`src/rtl/high_score_ctrl.sv`:
```
// high_score_ctrl: per-user best-score table with update/query arbitration and bulk clear
module high_score_ctrl #(
  parameter int NUM_USERS = 8,
  parameter int USER_W    = 3,
  parameter int SCORE_W   = 14,
  parameter int SCORE_MAX = 9999
) (
  input  logic               Clk,
  input  logic               Rst,
  input  logic               UpdReq,
  input  logic [USER_W-1:0]  UpdUser,
  input  logic [SCORE_W-1:0] UpdScore,
  output logic               UpdAck,
  output logic               NewRecord,
  input  logic               QryReq,
  input  logic [USER_W-1:0]  QryUser,
  output logic               QryAck,
  output logic [SCORE_W-1:0] QryScore,
  input  logic               ClearAll,
  output logic               Busy
);
  localparam int AW = $clog2(NUM_USERS);
  localparam logic [AW-1:0] LAST = AW'(NUM_USERS - 1);
  localparam logic [USER_W:0] N_USERS = (USER_W + 1)'(NUM_USERS);
  localparam logic [SCORE_W-1:0] SMAX = SCORE_W'(SCORE_MAX);
  typedef enum logic [2:0] {IDLE, CLR, Q_READ, Q_RESP, U_READ, U_CMP, U_RESP} state_t;
  state_t state_q, state_d;
  logic [SCORE_W-1:0] mem_q [NUM_USERS];
  logic [SCORE_W-1:0] rd_q, rd_d, score_q, score_d, qry_score_q, qry_score_d, wdata, clamped;
  logic [USER_W-1:0] user_q, user_d;
  logic [AW-1:0] clr_idx_q, clr_idx_d, addr;
  logic pend_q, pend_d, last_upd_q, last_upd_d, rec_q, rec_d, we, in_range;
  assign addr = (state_q == CLR) ? clr_idx_q : user_q[AW-1:0];
  assign in_range = {1'b0, user_q} < N_USERS;
  assign clamped = (score_q > SMAX) ? SMAX : score_q;
  always_comb begin
    state_d = state_q;
    clr_idx_d = clr_idx_q;
    pend_d = pend_q | (ClearAll && state_q != IDLE);
    last_upd_d = last_upd_q;
    user_d = user_q;
    score_d = score_q;
    qry_score_d = qry_score_q;
    rec_d = rec_q;
    rd_d = rd_q;
    we = 1'b0;
    wdata = '0;
    case (state_q)
      IDLE: begin
        if (ClearAll || pend_q) begin
          state_d = CLR;
          pend_d = 1'b0;
          clr_idx_d = '0;
        end else if (UpdReq && (!QryReq || !last_upd_q)) begin
          state_d = U_READ;
          user_d = UpdUser;
          score_d = UpdScore;
          last_upd_d = QryReq ? 1'b1 : last_upd_q;
        end else if (QryReq) begin
          state_d = Q_READ;
          user_d = QryUser;
          last_upd_d = UpdReq ? 1'b0 : last_upd_q;
        end
      end
      CLR: begin
        we = 1'b1;
        clr_idx_d = clr_idx_q + 1'b1;
        state_d = (clr_idx_q == LAST) ? IDLE : CLR;
      end
      Q_READ: begin
        rd_d = in_range ? mem_q[addr] : '0;
        state_d = Q_RESP;
      end
      Q_RESP: begin
        qry_score_d = rd_q;
        state_d = IDLE;
      end
      U_READ: begin
        rd_d = in_range ? mem_q[addr] : '0;
        state_d = U_CMP;
      end
      U_CMP: begin
        we = in_range && (clamped > rd_q);
        wdata = clamped;
        rec_d = we;
        state_d = U_RESP;
      end
      U_RESP: state_d = IDLE;
      default: state_d = IDLE;
    endcase
    // A clear requested mid-transaction runs straight after the transaction retires
    if (state_q != IDLE && state_d == IDLE && pend_d) begin
      state_d = CLR;
      pend_d = 1'b0;
      clr_idx_d = '0;
    end
  end
  always_ff @(posedge Clk) begin
    if (Rst) begin
      state_q <= CLR;
      clr_idx_q <= '0;
      pend_q <= 1'b0;
      last_upd_q <= 1'b0;
      user_q <= '0;
      score_q <= '0;
      qry_score_q <= '0;
      rec_q <= 1'b0;
      rd_q <= '0;
    end else begin
      state_q <= state_d;
      clr_idx_q <= clr_idx_d;
      pend_q <= pend_d;
      last_upd_q <= last_upd_d;
      user_q <= user_d;
      score_q <= score_d;
      qry_score_q <= qry_score_d;
      rec_q <= rec_d;
      rd_q <= rd_d;
    end
  end
  always_ff @(posedge Clk) begin
    if (we) mem_q[addr] <= wdata;
  end
  assign UpdAck = (state_q == U_RESP);
  assign NewRecord = (state_q == U_RESP) && rec_q;
  assign QryAck = (state_q == Q_RESP);
  assign QryScore = (state_q == Q_RESP) ? rd_q : qry_score_q;
  assign Busy = (state_q != IDLE);
endmodule

```
`config.mk`:
```
export PLATFORM = sky130hd
export DESIGN_NAME = high_score_ctrl
export DESIGN_NICKNAME = d
export VERILOG_FILES = /design/src/rtl/high_score_ctrl.sv
export SDC_FILE = /design/constraint.sdc
export NUM_CORES = 1
export LEC_CHECK = 0
export CAP_MARGIN = 10
export CELL_PAD_IN_SITES_DETAIL_PLACEMENT = 1
export CELL_PAD_IN_SITES_GLOBAL_PLACEMENT = 2
export CORE_AREA = 2 2 162 164
export CTS_CLUSTER_SIZE = 28
export DETAILED_ROUTE_END_ITERATION = 6
export DIE_AREA = 0 0 164 166
export GPL_TIMING_DRIVEN = 0
export HOLD_SLACK_MARGIN = 0.12
export PLACE_DENSITY = 0.73
export SYNTH_ARGS = -nofsm -noshare
export SYNTH_HDL_FRONTEND = slang
export SYNTH_SLANG_ARGS = --single-unit
export TNS_END_PERCENT = 20
```
`constraint.sdc`:
```
create_clock -name Clk -period 13 [get_ports Clk]
set_clock_uncertainty 0.05 [all_clocks]
set_input_delay 2.6 -clock Clk [delete_from_list [all_inputs] [get_ports Clk]]
set_output_delay 2.6 -clock Clk [all_outputs]
set_load 0.05 [all_outputs]
```
==> impl_metrics.csv, run 1 <==
group,metric,value,unit
timing,post-route-min-period,5750,ps
synth,synth_nets,728,
critical_path,path_buf_inv,3,
floorplanning,io_pins,43,
critical_path,worst_path_largest_cell_delay,860,ps
timing,rsz0062_at_grt,"false",
timing,max_freq,173.9,MHz
layout,layout_commonest_cell,"edfxtp_1",
clock_network,clock-sinks,166,
timing,maxSlewHeadroom,17.90,%
grt,grt_pass1_vias,5695,
detailed_routing,drt-total-wl,23740,um
clock_network,root_buffer,"clkbuf_16",
synth,synth-adder-area-share,2.656,%
synth,synth_simple_gate_area_share,15.94,%
timing,setup_violations,0,
timing,worst_pin_slew,1221,ps
place,io_buffers,41,
synth,synth_mux_area_share,5.943,%
layout,antenna_cells,0,
synth,async_reset_ff_share,0,%
place,placed_area,8543,sq um
layout,final_area,9114,sq um
synth,syn_inst,687,
layout,drive_gt1_share,8.938,%
place,gp_congestion,0.7986,
detailed_routing,dr_total_vias,5619,
clock_network,cts_hold_buf,0,
critical_path,required,10350,ps
grt,grt_first_pass_wirelength,35730,um
synth,synth_xor_area_share,0.1162,%
clock_network,clk_pin_slew,70,ps
layout,layout_common_cells,"112 x edfxtp_1, 77 x nand2_1, 64 x a21oi_1",
critical_path,crit_family,"buffers and inverters",
critical_path,crit_path_top_delay_cell,"clkdlybuf4s50_1",
detailed_routing,via_per_inst,5.076,
run_status,status,"completed",
place,dp_cells,1075,
synth,ys_seq_area_share,58.96,%
detailed_routing,ant_nets,0,
synth,synth_area_per_cell,10.97,sq um
critical_path,cp-start-kind,"flip-flop",
layout,multiInputGateArea,2898,sq um
detailed_routing,drt_iter0_markers,403,
power,p_leak,3.138,nW
layout,nFillCells,2813,
synth,synthFlopType,"edfxtp_1",
grt,grt_overflow,0,
critical_path,cp_data_arrival_time,3100,ps
floorplanning,initial_core_util,29.42,%
clock_network,cts_resized,0,
place,dp_hpwl,17250,um
timing,setup_tns,0,ps
timing,period_share,44.23,%
detailed_routing,wl_met2,11090,um
synth,yosysWarnings,0,
floorplanning,fp.coreArea,25620,sq um
synth,ys_types,54,
synth,yosysTopAreaCell,"edfxtp_1",
grt,grt_usage,17.75,%
layout,regArea,4444,sq um
layout,syn2layout_area_growth,20.92,%
clock_network,cts_buffer_depth,2,
floorplanning,die_w,164,um
detailed_routing,wl_met3,1083,um
floorplanning,die_area,27220,sq um
grt,antenna_found_initial,0,
min_path,hold_class,"flip-flop to flip-flop",
floorplanning,dieHeight,166,um
critical_path,endpoint_kind,"primary output",
detailed_routing,first_pass_iters,5,
clock_network,h-tree-depth,4,
detailed_routing,route.detailed.drc,0,
synth,synth_edf_count,112,
critical_path,path_cells,"clkbuf_1 -> nand3b_1 -> clkbuf_1 -> nand2_1 -> o21ai_0 -> clkdlybuf4s50_1",
synth,synth_top_family_by_area,"simple AND/OR/NAND/NOR gates",
synth,synth_top_area_share,44.62,%
layout,final_core_util,35.58,%
detailed_routing,wl_per_cell,21.45,um
clock_network,clock_latency,440,ps
flow_run,cap_violations,0,
timing,drv_slew,0,
synth,synth_compound_area_share,13.25,%
synth,synth-seq-cells,166,
clock_network,cts_tree,"yes",
floorplanning,rows,59,
timing,hold_viol_final,0,
layout,fin_cells,1107,
critical_path,worst_path_most_repeated_cell,"clkbuf_1",
power,vdd_drop_max,0.09448,mV
critical_path,path_max_fanout,10,
grt,grt_max_degree,17,
detailed_routing,top_layer_used,"met4",
synth,syn_area,7537,sq um
layout,nNetsFinal,800,
detailed_routing,met1_length,11110,um
clock_network,post_cts_buffers,0,
synth,ys_top_cells_by_area,"edfxtp_1 45%, dfxtp_1 14%, mux2i_1 4.9%",
critical_path,critPathKind,"flip-flop to primary output",
power,cellPowerDensity,130.0,nW/um^2
clock_network,cts_buffers,17,
==> kinds of logic after synthesis <==
family / Yosys count
buffers and inverters: 60
AOI/OAI and AO/OA: 163
and+or+nand+nor: 238
adders and majority gates: 16
xor gates and xnor gates: 1
DFF: 166
muxes: 43
==> cells in the mapped netlist, drive strengths merged (2+ instances only) <==
library cell	n
nor2b	27
a22oi	5
nor3	7
nand3b	8
nand2b	37
edfxtp	112
a21boi	3
nor3b	5
a31oi	9
clkbuf	30
nor2	37
nand2	77
mux2i	38
o21ai	39
o31a	11
buf	11
mux2	5
nor4	2
a211oi	5
o22ai	2
a21o	5
o221ai	2
ha	16
a41oi	2
inv	19
and2	13
nand4	4
dfxtp	54
or3	2
a221o	2
a21oi	64
nand3	14
o21a	3
==> power breakdown <==
group / total, mW / switching [mW] / internal [mW]
Sequential: 0.586 / 0.00653 / 0.580
Clock: 0.502 / 0.234 / 0.268
Combinational: 0.0963 / 0.0628 / 0.0335
Total: 1.18 / 0.303 / 0.882
==> final timing paths <==
check / startpoint / to / slack, ps / cells after the start
min reg2reg: score_q[3]$_SDFFE_PP0P_ / score_q[3]$_SDFFE_PP0P_ / 450 / 2
min: score_q[3]$_SDFFE_PP0P_ / score_q[3]$_SDFFE_PP0P_ / 450 / 2
max reg2reg: score_q[4]$_SDFFE_PP0P_ / mem_q[2][5]$_DFFE_PP_ / 8000 / 12
max: state_q[2]$_SDFF_PP0_ / QryScore[8] / 7250 / 6
==> layer usage <==
metal,global-route usage [%],vias to the layer above
met3,2.947,28
li1,-,2632
met5,0,-
met2,28.19,135
met1,24.89,2824
met4,5.149,0
==> worst register-to-register path: stages (launching register included) <==
cell and delay (ps):
dfxtp_1 370, nor4_1 290, nor2_1 130, o31ai_1 980, nand2b_1 230, ha_1 360, nand4_1 100, nor3_1 510
a41oi_1 330, nor2_1 720, nor4_2 240, buf_4 240, buf_4 180
==> final cells by class <==
| cell class | count | area share, % |
|---|---|---|
| buffer | 41 | 1.812 |
| clock buffer | 17 | 4.668 |
| clock inverter | 15 | 1.593 |
| inverter | 19 | 0.7825 |
| multi-input combinational | 461 | 31.80 |
| sequential | 166 | 48.76 |
| tap | 335 | 4.599 |
| timing repair buffer | 53 | 5.986 |
==> flip-flops by register name, summed over array words and instances (netlist names) <==
name and count:
clr_idx_q 3, pend_q 1, state_q 3, qry_score_q 14, mem_q 112, last_upd_q 1
score_q 14, user_q 3, rd_q 14, rec_q 1
==> stage by stage <==
stage	setup WS (ps)	hold slack [ps]	power [mW]
finish	7250	446.2	1.185
global route	7008	477.6	1.217
CTS	7210	450.1	1.188
detailed placement	7693	432.9	0.6936
global placement	6156	425.8	0.6866
floorplan	8165	399.2	0.6475
No activity file was read; power rests on OpenSTA's default activity.
==> run 2, diff against run 1 <==
- PLACE_DENSITY: 0.73 -> 0.75
- clock period: 13 -> 4.83 ns (I/O delays scaled with it)
==> run 2 against run 1 <==
Final cell count hardly changed. Critical path type is now flip-flop to flip-flop. Highest routed layer unchanged. Final area is 0.54% lower. Worst hold slack better by 9.0 ps. Register-to-register slack worse by 7700 ps.
==> impl_metrics.csv, run 2 (same netlist as run 1, synthesis figures left out) <==
group,metric,value,unit
power,power_frac_seq,50.8,%
clock_network,clock_latency,440,ps
layout,fin_cells,1106,
critical_path,ff2ff_path_depth,11,
critical_path,required,4930,ps
power,cellPowerDensity,342.5,nW/um^2
floorplanning,io_pins,43,
min_path,holdPathStages,2,
place,dp_hpwl,17190,um
floorplanning,initial_core_util,29.42,%
min_path,min_from,"score_q[3]$_SDFFE_PP0P_",
critical_path,worst_path_largest_cell_delay,850,ps
layout,regArea,4444,sq um
clock_network,cts_resized,1,
timing,setup_violations,0,
timing,maxSlewHeadroom,29.60,%
clock_network,clk_pin_slew,70,ps
timing,hold_viol_final,0,
layout,top_register,"mem_q",
layout,layout_commonest_cell,"edfxtp_1",
critical_path,endpoint_kind,"flip-flop",
clock_network,h-tree-depth,4,
clock_network,cts_buffer_depth,2,
detailed_routing,first_pass_iters,5,
power,p_sw,0.7896,mW
detailed_routing,route.detailed.drc,0,
layout,nNetsFinal,799,
critical_path,ff2ff_setup_slack,260,ps
min_path,whs_endpoint,"score_q[3]$_SDFFE_PP0P_",
timing,period_share,94.54,%
critical_path,cp-start-kind,"flip-flop",
clock_network,cts_tree,"yes",
clock_network,post_cts_buffers,0,
critical_path,r2r-start,"score_q[4]$_SDFFE_PP0P_",
critical_path,crit_path_top_delay_cell,"nor3_2",
layout,multiInputGateArea,2905,sq um
floorplanning,dieHeight,166,um
critical_path,crit_family,"simple AND/OR/NAND/NOR gates",
clock_network,cts_buffers,17,
critical_path,critPathLaunch,"score_q[4]$_SDFFE_PP0P_",
timing,worst_pin_slew,1050,ps
grt,grt_pass1_vias,5762,
place,gp_congestion,0.8144,
place,dp_cells,1074,
floorplanning,rows,59,
critical_path,worstReg2RegEnd,"mem_q[1][7]$_DFFE_PP_",
detailed_routing,dr_total_vias,5571,
run_status,status,"completed",
grt,grt_usage,17.58,%
floorplanning,die_w,164,um
clock_network,root_buffer,"clkbuf_16",
layout,layout_common_cells,"112 x edfxtp_1, 77 x nand2_1, 64 x a21oi_1",
detailed_routing,ant_nets,0,
clock_network,cts_hold_buf,0,
layout,largest_reg_flops,112,
floorplanning,die_area,27220,sq um
power,clockPowerShare,40.9,%
power,power.internal,2.315,mW
clock_network,clock-sinks,166,
critical_path,worst-path-stages,11,
grt,grt_overflow,0,
power,p_sw_share,25.43,%
detailed_routing,wl_per_cell,21.08,um
detailed_routing,drt-total-wl,23310,um
timing,drv_slew,0,
layout,drive_gt1_share,8.690,%
critical_path,path_cells,"nor4_1 -> nor2_1 -> o31ai_2 -> nand2b_1 -> ha_1 -> nand4_1 -> nor3_1 -> a2111oi_2 -> buf_2 -> nor3_2 -> buf_8",
power,p_leak,3.104,nW
timing,rsz0062_at_grt,"false",
layout,antenna_cells,0,
place,io_buffers,41,
critical_path,path_buf_inv,2,
timing,post-route-min-period,4566,ps
timing,postLayoutSetupSlackWorst,263.6,ps
flow_run,cap_violations,0,
detailed_routing,via_per_inst,5.037,
grt,grt_max_degree,17,
layout,syn2layout_area_growth,20.27,%
power,vdd_drop_max,0.2387,mV
grt,antenna_found_initial,0,
layout,nFillCells,2811,
timing,max_freq,219.0,MHz
critical_path,path_max_fanout,10,
floorplanning,fp.coreArea,25620,sq um
place,pre_cts_slack,42.37,ps
detailed_routing,drt_iter0_markers,491,
grt,grt_first_pass_wirelength,35480,um
power,pwr-share-comb,8.3,%
min_path,hold_class,"flip-flop to flip-flop",
critical_path,cp_data_arrival_time,4670,ps
critical_path,critPathKind,"flip-flop to flip-flop",
==> run 2: worst max-delay path by stage <==
stage,slack [ps],end
final,260,mem_q[1][7]$_DFFE_PP_
after global routing,10,mem_q[1][9]$_DFFE_PP_
after CTS,340,mem_q[1][7]$_DFFE_PP_
after detailed placement,40,mem_q[1][10]$_DFFE_PP_
after global placement,-1800,mem_q[2][5]$_DFFE_PP_
after floorplan,590,mem_q[2][0]$_DFFE_PP_
==> run 2: worst register-to-register path: stages (launching register included) <==
cell and delay [ps]:
dfxtp_1 360, nor4_1 310, nor2_1 160, o31ai_2 640, nand2b_1 170, ha_1 330
nand4_1 100, nor3_1 560, a2111oi_2 230, buf_2 250, nor3_2 850, buf_8 250
==> run 2: cell type report <==
cell class | instances | area share, %
Sequential cell | 166 | 49.03
Clock inverter | 12 | 1.049
Buffer | 41 | 1.822
Inverter | 19 | 0.7867
Timing Repair Buffer | 52 | 5.825
Tap cell | 335 | 4.624
Multi-Input combinational cell | 461 | 32.05
Clock buffer | 20 | 4.817
==> run 2: power by group through the flow <==
stage	logic, mW	clock network (mW)	registers (mW)
after CTS	0.258	1.28	1.58
after global placement	0.238	0	1.61
final	0.258	1.27	1.58
after detailed placement	0.257	0	1.61
after global routing	0.279	1.33	1.58
after floorplan	0.138	0	1.60
==> run 2: per-stage QoR <==
step | hold slack [ps] | setup TNS, ps | total power, mW | instance area (sq um) | util, %
finish | 455.2 | 0 | 3.104 | 9065 | 35.39
global route | 506.9 | 0 | 3.188 | 9065 | 35.39
CTS | 463.8 | 0 | 3.116 | 9062 | 35.38
detailed placement | 447.2 | 0 | 1.866 | 8526 | 33.28
global placement | 424.2 | -119890 | 1.849 | 8367 | 32.66
floorplan | 399.2 | 0 | 1.743 | 7537 | -
==> run 2: layer usage <==
| layer | wire, um | up-vias | GRT usage, % | part of all wire [%] |
|---|---|---|---|---|
| li1 | - | 2622 | - | - |
| met4 | 434 | 0 | 5.454 | 1.9 |
| met1 | 11160 | 2805 | 24.85 | 48 |
| met3 | 839 | 29 | 3.072 | 3.6 |
| met5 | 0 | - | 0 | 0 |
| met2 | 10880 | 115 | 27.40 | 47 |
